$ cat config.mk
export PLATFORM = sky130hd
export DESIGN_NAME = store_narrow_buffer
export DESIGN_NICKNAME = d
export VERILOG_FILES = /design/src/rtl/store_pkg.sv /design/src/rtl/store_lane_gen.sv /design/src/rtl/store_narrow_buffer.sv
export SDC_FILE = /design/constraint.sdc
export NUM_CORES = 1
export LEC_CHECK = 0
export CAP_MARGIN = 10
export CORE_AREA = 2 2 116 118
export DETAILED_ROUTE_END_ITERATION = 7
export DIE_AREA = 0 0 118 120
export PLACE_DENSITY = 0.8
export SLEW_MARGIN = 10
export SYNTH_ARGS = -nofsm -noshare
export SYNTH_HDL_FRONTEND = slang
export SYNTH_SLANG_ARGS = --single-unit
$ cat constraint.sdc
create_clock -name clk -period 1.99 [get_ports clk]
set_input_delay 0.2985 -clock clk [delete_from_list [all_inputs] [get_ports clk]]
set_output_delay 0.2985 -clock clk [all_outputs]
set_load 0.02 [all_outputs]
$ cat src/rtl/store_pkg.sv
// Shared encodings and entry layout for the store narrowing buffer.
package store_pkg;

    localparam int unsigned BE_W = 4;

    localparam logic [1:0] SZ_BYTE = 2'b00;
    localparam logic [1:0] SZ_HALF = 2'b01;
    localparam logic [1:0] SZ_WORD = 2'b10;

    // Buffered store: word address, lane-replicated data and byte enables.
    typedef struct packed {
        logic [29:0]     waddr;
        logic [31:0]     wdata;
        logic [BE_W-1:0] be;
    } st_entry_t;

endpackage

$ cat src/rtl/store_lane_gen.sv
// Combinational narrowing of a store: lane replication, byte enables and misalignment flag.
module store_lane_gen
    import store_pkg::*;
(
    input  logic [1:0]      addr_lo,
    input  logic [31:0]     data,
    input  logic [1:0]      size,
    output logic [31:0]     wdata,
    output logic [BE_W-1:0] be,
    output logic            misaligned
);

    always_comb begin
        wdata      = data;
        be         = '1;
        misaligned = 1'b0;
        case (size)
            SZ_BYTE: begin
                wdata = {4{data[7:0]}};
                be    = BE_W'(1) << addr_lo;
            end
            SZ_HALF: begin
                wdata      = {2{data[15:0]}};
                be         = addr_lo[1] ? 4'b1100 : 4'b0011;
                misaligned = addr_lo[0];
            end
            // SZ_WORD and the reserved encoding 2'b11 both behave as a word
            default: begin
                misaligned = (addr_lo != 2'b00);
            end
        endcase
    end

endmodule

$ cat src/rtl/store_narrow_buffer.sv
// Store buffer between MEM stage and data memory with sub-word narrowing.
// Optional alignment checking is enabled by defining STORE_ALIGN_CHECK_EN.
module store_narrow_buffer
    import store_pkg::*;
#(
    parameter int unsigned DEPTH = 2
) (
    input  logic            clk,
    input  logic            rst_n,
    input  logic            st_valid,
    output logic            st_ready,
    input  logic [31:0]     st_addr,
    input  logic [31:0]     st_data,
    input  logic [1:0]      st_size,
    output logic            mem_valid,
    input  logic            mem_ready,
    output logic [31:0]     mem_addr,
    output logic [31:0]     mem_wdata,
    output logic [BE_W-1:0] mem_be,
    output logic            buf_empty,
    output logic            align_err
);

    localparam int unsigned PW = $clog2(DEPTH);
    localparam int unsigned CW = PW + 1;

    st_entry_t       fifo_q [DEPTH];
    logic [PW-1:0]   wptr_q, rptr_q;
    logic [CW-1:0]   count_q, count_d;

    logic [31:0]     lane_wdata;
    logic [BE_W-1:0] lane_be;
    logic            lane_mis;
    logic            full, accept, push, pop;
    st_entry_t       head;

    store_lane_gen u_lane_gen (
        .addr_lo    (st_addr[1:0]),
        .data       (st_data),
        .size       (st_size),
        .wdata      (lane_wdata),
        .be         (lane_be),
        .misaligned (lane_mis)
    );

    // Ready depends only on registered occupancy, never on mem_ready
    assign full     = (count_q == CW'(DEPTH));
    assign st_ready = !full;
    assign accept   = st_valid && st_ready;

`ifdef STORE_ALIGN_CHECK_EN
    logic align_err_q;

    // Misaligned stores are consumed but dropped
    assign push      = accept && !lane_mis;
    assign align_err = align_err_q;

    always_ff @(posedge clk or negedge rst_n) begin
        if (!rst_n) begin
            align_err_q <= 1'b0;
        end else begin
            align_err_q <= accept && lane_mis;
        end
    end
`else
    logic unused_lane_mis;

    assign unused_lane_mis = lane_mis;
    assign push            = accept;
    assign align_err       = 1'b0;
`endif

    assign mem_valid = (count_q != '0);
    assign buf_empty = (count_q == '0);
    assign pop       = mem_valid && mem_ready;

    assign head      = fifo_q[rptr_q];
    assign mem_addr  = {head.waddr, 2'b00};
    assign mem_wdata = head.wdata;
    assign mem_be    = mem_valid ? head.be : '0;

    always_comb begin
        count_d = count_q;
        if (push && !pop) begin
            count_d = count_q + 1'b1;
        end else if (!push && pop) begin
            count_d = count_q - 1'b1;
        end
    end

    // Pointers are PW bits wide, so increments wrap modulo DEPTH
    always_ff @(posedge clk or negedge rst_n) begin
        if (!rst_n) begin
            wptr_q  <= '0;
            rptr_q  <= '0;
            count_q <= '0;
            for (int i = 0; i < int'(DEPTH); i++) begin
                fifo_q[i] <= '0;
            end
        end else begin
            if (push) begin
                fifo_q[wptr_q] <= '{waddr: st_addr[31:2], wdata: lane_wdata, be: lane_be};
                wptr_q         <= wptr_q + 1'b1;
            end
            if (pop) begin
                rptr_q <= rptr_q + 1'b1;
            end
            count_q <= count_d;
        end
    end

endmodule
==> results_dict.tcl, run 1 <==
set metrics [dict create \
    status "finished, violations left" \
    violations "setup timing" \
    drc 0 \
    synth_cell_types 25 \
    skew_ns 0.00696 \
    firstDrtPassIters 4 \
    syn2layout_area_growth_pct 34.4 \
    syn_area_per_cell_sq_um 14.7 \
    vias 4238 \
    ys_seq_area_share_pct 52.5 \
    min_period_ns 2.00 \
    htree_levels 4 \
    async_reset_ff_share_pct 100 \
    grt_pass1_wl_mm 25.4 \
    grt_pass1_vias 4626 \
    finalSetupViolCount 3 \
    coreArea_sq_um 13000 \
    ff2ff_path_depth 5 \
    portBuffers 138 \
    wirelength_mm 15.7 \
    io_pins 142 \
    cts_tree "done" \
    dominantRegCellSynth "dfrtp_1" \
    yosys_warnings 0 \
    gp_congestion 0.782 \
    antenna_cells 0 \
    maxCapViolations 0 \
    clk_pin_slew_worst_paths_ns 0.05 \
    final_nets 678 \
    rsz0062_at_grt "yes" \
    slew_viol_final 0 \
    hpwl_mm 9.87 \
    drive_above_1_share_pct 54.0 \
    die-area_sq_um 14200 \
    initial_utilization_pct 50.0 \
    p_per_area_nw_per_um2 1870 \
    clock-root-buffer "clkbuf_16" \
    total_power_mw 16.3 \
    mappedNetlistArea_sq_um 6490 \
    die_w_microns 118 \
    grt_start_max_net_pins 50 \
    hold_viol_final 0 \
    synth_edf_count 0 \
    worst_slack_ns -0.0140 \
    path_class "register to output port" \
    irDropWorstVdd_uv 949 \
    worstSetupStartpointType "register" \
    setup_tns_ns -0.0189 \
    synthCells 440 \
    p_leak_nw 3.86 \
    antenna_found_initial 0 \
    via_per_inst 5.34 \
    detail-route-antenna-nets 0 \
    grt_util_all_layers_pct 23.7 \
    r2r_setup_slack_ns 0.29 \
    clock_path_buffers 2 \
    fmax_mhz 499 \
    dieHeight_microns 120 \
    crit_fanout 7 \
    clkLatencyLatePin_ns 0.42 \
    synth-seq-cells 136 \
    required_ns 1.69 \
    end_kind "output port" \
    grt_overflow 0 \
    rows 42 \
    r2r-end "fifo_q[13]" \
    drt-initial-drc-count 298 \
    wl_per_cell_microns 19.8 \
    r2r-start "count_q[1]" \
    cts.sinks 136 \
    min_path_type "primary input to async pin" \
    timing.final.crit_share_pct 101 \
    cts_buffers 17 \
    arrival_ns 1.71 \
]
[synth_stat cells (2+ instances only)]
cell type / count / share of area, %
mux2_2: 170 / 30
dfrtp_1: 136 / 52
mux2_4: 32 / 7.4
mux2i_1: 20 / 3.1
buf_2: 11 / 0.85
inv_1: 11 / 0.64
o21ai_0: 9 / 0.69
nor2_1: 8 / 0.46
o31ai_1: 8 / 0.93
buf_4: 6 / 0.69
buf_6: 5 / 0.87
buf_1: 3 / 0.17
clkbuf_1: 3 / 0.17
xnor2_1: 3 / 0.41
a21o_1: 2 / 0.23
nand2b_1: 2 / 0.19
o21bai_1: 2 / 0.23
xor2_1: 2 / 0.27
[per-layer routing]
metal / up-vias / routed length, microns / track usage, %
met4: 0 / 207 / 6.33
met5: - / 0 / 0
met1: 2181 / 6990 / 31.0
met3: 26 / 667 / 6.42
li1: 1898 / - / -
met2: 133 / 7880 / 39.2
[flip-flops by register name (all words and copies together), names as in the netlist]
signal	cells
count_q	2
fifo_q	132
wptr_q	1
rptr_q	1
[power by group]
part	switching [mW]	internal (mW)	total, mW
logic	3.92	4.31	8.23
clock network	1.10	2.00	3.09
registers	0.756	4.20	4.95
[metrics by stage]
stage	cell area (sq um)	worst slack (ns)	utilization (%)	std cells	hold slack (ns)
after floorplan	6490	0.286	-	442	0.00291
after detailed placement	8180	0.108	63.0	750	0.265
final	8720	-0.0140	67.2	794	0.393
after global routing	8720	-0.0625	67.2	794	0.429
after global placement	8180	0.114	63.0	750	0.261
after CTS	8680	-0.0603	66.8	792	0.388
[worst max-delay path, stage by stage (launching register included)]
cell,delay [ns]
dfrtp_2,0.44
buf_6,0.15
buf_16,0.15
buf_6,0.12
mux2_4,0.30
buf_6,0.13
[area by class of cell]
type | count | area, sq um
fill | 968 | 4260
sequential | 136 | 3400
multi-input combinational | 266 | 2900
timing repair buffer | 174 | 1580
clock buffer | 28 | 517
tap | 176 | 220
clock inverter | 2 | 60.1
inverter | 12 | 45.0
[what timing repair did]
action	CTS	global route
hold endpoints to repair	46	0
hold buffers	1	0
gates cloned	5	1
setup buffers	6	2
resized for setup	275	13
setup endpoints to repair	69	18
[kinds of logic (layout without fill, tap and decap cells)]
group	Yosys count	in the layout	share of synthesized area, %
AOI/OAI and AO/OA	21	21	2.08
muxes	222	222	40.0
buffers and inverters	40	216	3.45
DFF	136	136	52.5
and+or+nand+nor	14	14	1.08
adders and majority gates	1	1	0.193
other	1	3	0.0578
xor gates and xnor gates	5	5	0.675
[cell usage in the layout, fill, tap and decap left out]
| master | n |
|---|---|
| buf_4 | 21 |
| ha_1 | 1 |
| o21ai_0 | 9 |
| o21bai_1 | 2 |
| mux2_2 | 167 |
| nand2b_1 | 2 |
| buf_6 | 7 |
| and3_4 | 1 |
| dfrtp_1 | 135 |
| buf_12 | 8 |
| clkdlybuf4s50_1 | 68 |
| inv_1 | 11 |
| o31ai_1 | 8 |
| mux2i_1 | 20 |
| clkbuf_8 | 5 |
| clkbuf_16 | 18 |
| dlygate4sd3_1 | 1 |
| buf_2 | 57 |
| clkbuf_1 | 6 |
| conb_1 | 3 |
| mux2_4 | 35 |
| nand2_1 | 1 |
| buf_16 | 5 |
| xnor2_1 | 3 |
| nor2_1 | 7 |
| nor2_4 | 2 |
| dfrtp_2 | 1 |
| dlygate4sd2_1 | 3 |
| clkbuf_2 | 3 |
| a21o_1 | 2 |
| xor2_1 | 2 |
| inv_2 | 1 |
| bufinv_16 | 2 |
| nor2b_4 | 1 |
[worst max-delay path by stage]
stage,from,endpoint,cells after the start
2_1_floorplan,count_q[1],fifo_q[25],7
3_3_place_gp,rptr_q,mem_wdata[28],3
3_5_place_dp,rptr_q,mem_wdata[28],3
4_1_cts,rptr_q,mem_wdata[30],4
5_1_grt,rptr_q,mem_wdata[14],5
6_report,rptr_q,mem_wdata[14],5
No activity file was read; power rests on OpenSTA's default activity.
==> run 2: changes to the inputs <==
Settings changed: GPL_TIMING_DRIVEN set to 0.
==> run 2 against run 1 <==
Against the previous run:
- the flow now finishes without violations
- via count down 3.0%
- total power down 5.0%
- largest cell class unchanged
- clock power down 9.7%
- largest power group unchanged
- cell count down 0.63%
- routed wire length down 5.8%
==> results_dict.tcl, run 2 (synthesis results as in run 1) <==
set metrics [dict create \
    status "complete, no violations" \
    crit_slowest_cell "dfrtp_2" \
    maxCapViolations 0 \
    r2r_setup_slack_ns 0.13 \
    antenna_found_initial 0 \
    final_common_cell "mux2_2" \
    finalSetupViolCount 0 \
    ff2ff_path_depth 5 \
    min_period_ns 1.97 \
    die_w_microns 118 \
    drt-initial-drc-count 173 \
    relSlewSlack_pct 46.8 \
    io_pins 142 \
    hpwl_mm 10.3 \
    rsz0062_at_grt "yes" \
    setup_tns_ns 0 \
    worstSetupStartpointType "register" \
    drc 0 \
    max_stage_delay_ns 0.44 \
    htree_levels 4 \
    clkLatencyLatePin_ns 0.41 \
    multi_input_area_sq_um 2880 \
    coreArea_sq_um 13000 \
    path_class "register to output port" \
    grt_pass1_vias 4585 \
    final_cells 789 \
    via_per_inst 5.21 \
    crit_family "buffers and inverters" \
    detail-route-antenna-nets 0 \
    final_design_area_no_fill_sq_um 8520 \
    largest_registers "fifo_q x132, count_q x2" \
    clock_path_buffers 2 \
    firstDrtPassIters 4 \
    hold_viol_final 0 \
    grt_start_max_net_pins 87 \
    endpoint "mem_be[1]" \
    cts.sinks 136 \
    timing.final.crit_share_pct 99.2 \
    startpoint "rptr_q" \
    crit_fanout 10 \
    mostFrequentLayoutCells "170 x mux2_2, 135 x dfrtp_1, 68 x clkdlybuf4s50_1" \
    vias 4110 \
    slew_viol_final 0 \
    rows 42 \
    r2r-end "fifo_q[53]" \
    top_register "fifo_q" \
    clk_pin_slew_worst_paths_ns 0.05 \
    placed_cell_area_sq_um 8130 \
    drive_above_1_share_pct 51.9 \
    clock-root-buffer "clkbuf_16" \
    final_nets 674 \
    end_kind "output port" \
    cts_tree "done" \
    worstMarginPinSlew_ns 0.795 \
    wirelength_mm 14.8 \
    initial_utilization_pct 50.0 \
    die-area_sq_um 14200 \
    grt_pass1_wl_mm 24.5 \
    irDropWorstVdd_uv 845 \
    arrival_ns 1.68 \
    p_per_area_nw_per_um2 1820 \
    min_path_type "register to register" \
    r2r-start "wptr_q" \
    skew_ns 0.00459 \
    cts_buffers 17 \
    largest_reg_flops 132 \
    hold_path_depth 1 \
    fmax_mhz 506 \
    cp_num_cells 5 \
    grt_util_all_layers_pct 22.3 \
    syn2layout_area_growth_pct 31.3 \
    path_buf_inv 3 \
    portBuffers 138 \
    gp_congestion 0.803 \
    p_leak_nw 3.75 \
    antenna_cells 0 \
    required_ns 1.69 \
    place_inst 757 \
    fillers 994 \
    final-seq-area_sq_um 3400 \
    grt_overflow 0 \
    wl_per_cell_microns 18.8 \
    dieHeight_microns 120 \
    crit_chain "clkbuf_16, buf_12, mux2i_2, nor2_1, clkdlybuf4s15_2" \
]
## run 2: cell types whose count changed in the layout (fill, tap and decap cells not counted), sizes merged
cell,change
buf,-18
clkdlybuf4s15,+8
dlygate4sd2,+3
clkinv,+2
bufinv,-1
clkbuf,-1
clkinvlp,+1
dlymetal6s2s,+1
## run 2: timing repair
action | CTS | global route
cloned | 0 | 0
gates resized for setup | 260 | 12
hold buffers | 1 | 0
hold endpoints to repair | 85 | 0
setup endpoints to repair | 77 | 49
setup buffers | 2 | 0
## run 2: how the worst min path moves through the flow
stage | start | endpoint | slack (ns)
6_report | fifo_q[102] | fifo_q[102] | 0.50
2_1_floorplan | rst_n | count_q[0] | 0.003
4_1_cts | fifo_q[121] | fifo_q[121] | 0.50
5_1_grt | fifo_q[102] | fifo_q[102] | 0.52
3_5_place_dp | rst_n | fifo_q[111] | 0.42
3_3_place_gp | fifo_q[15] | fifo_q[15] | 0.48
## run 2: layout make-up
type / count / share of cell area (%)
plain buffers: 28 / 3.25
clock buffers: 25 / 5.46
clock inverters: 4 / 0.558
inverters: 12 / 0.529
multi-input cells: 266 / 33.8
flip-flops and latches: 136 / 40.0
well taps: 176 / 2.59
repair buffers: 142 / 13.8
## run 2: per-stage QoR
step,util [%],total power [mW],worst slack (ns),hold WS [ns]
after floorplan,-,10.1,0.286,0.00291
after global placement,62.4,13.1,-4.52,0.483
after detailed placement,62.6,13.4,-0.580,0.424
after CTS,65.6,15.6,-0.00654,0.504
after global routing,65.6,16.3,-0.0640,0.518
final,65.6,15.5,0.0155,0.500
## run 2: power breakdown
part	switching [mW]	total (mW)	internal (mW)
Clock	1.06	2.79	1.72
Combinational	3.76	7.76	3.99
Sequential	0.725	4.92	4.20
Total	5.55	15.5	9.92
## run 2: per-layer routing
metal	up-vias	GRT usage [%]	wire [microns]
met1	2095	28.9	6500
met5	-	0	0
met4	0	5.65	118
met3	12	6.94	815
met2	112	36.7	7400
li1	1891	-	-
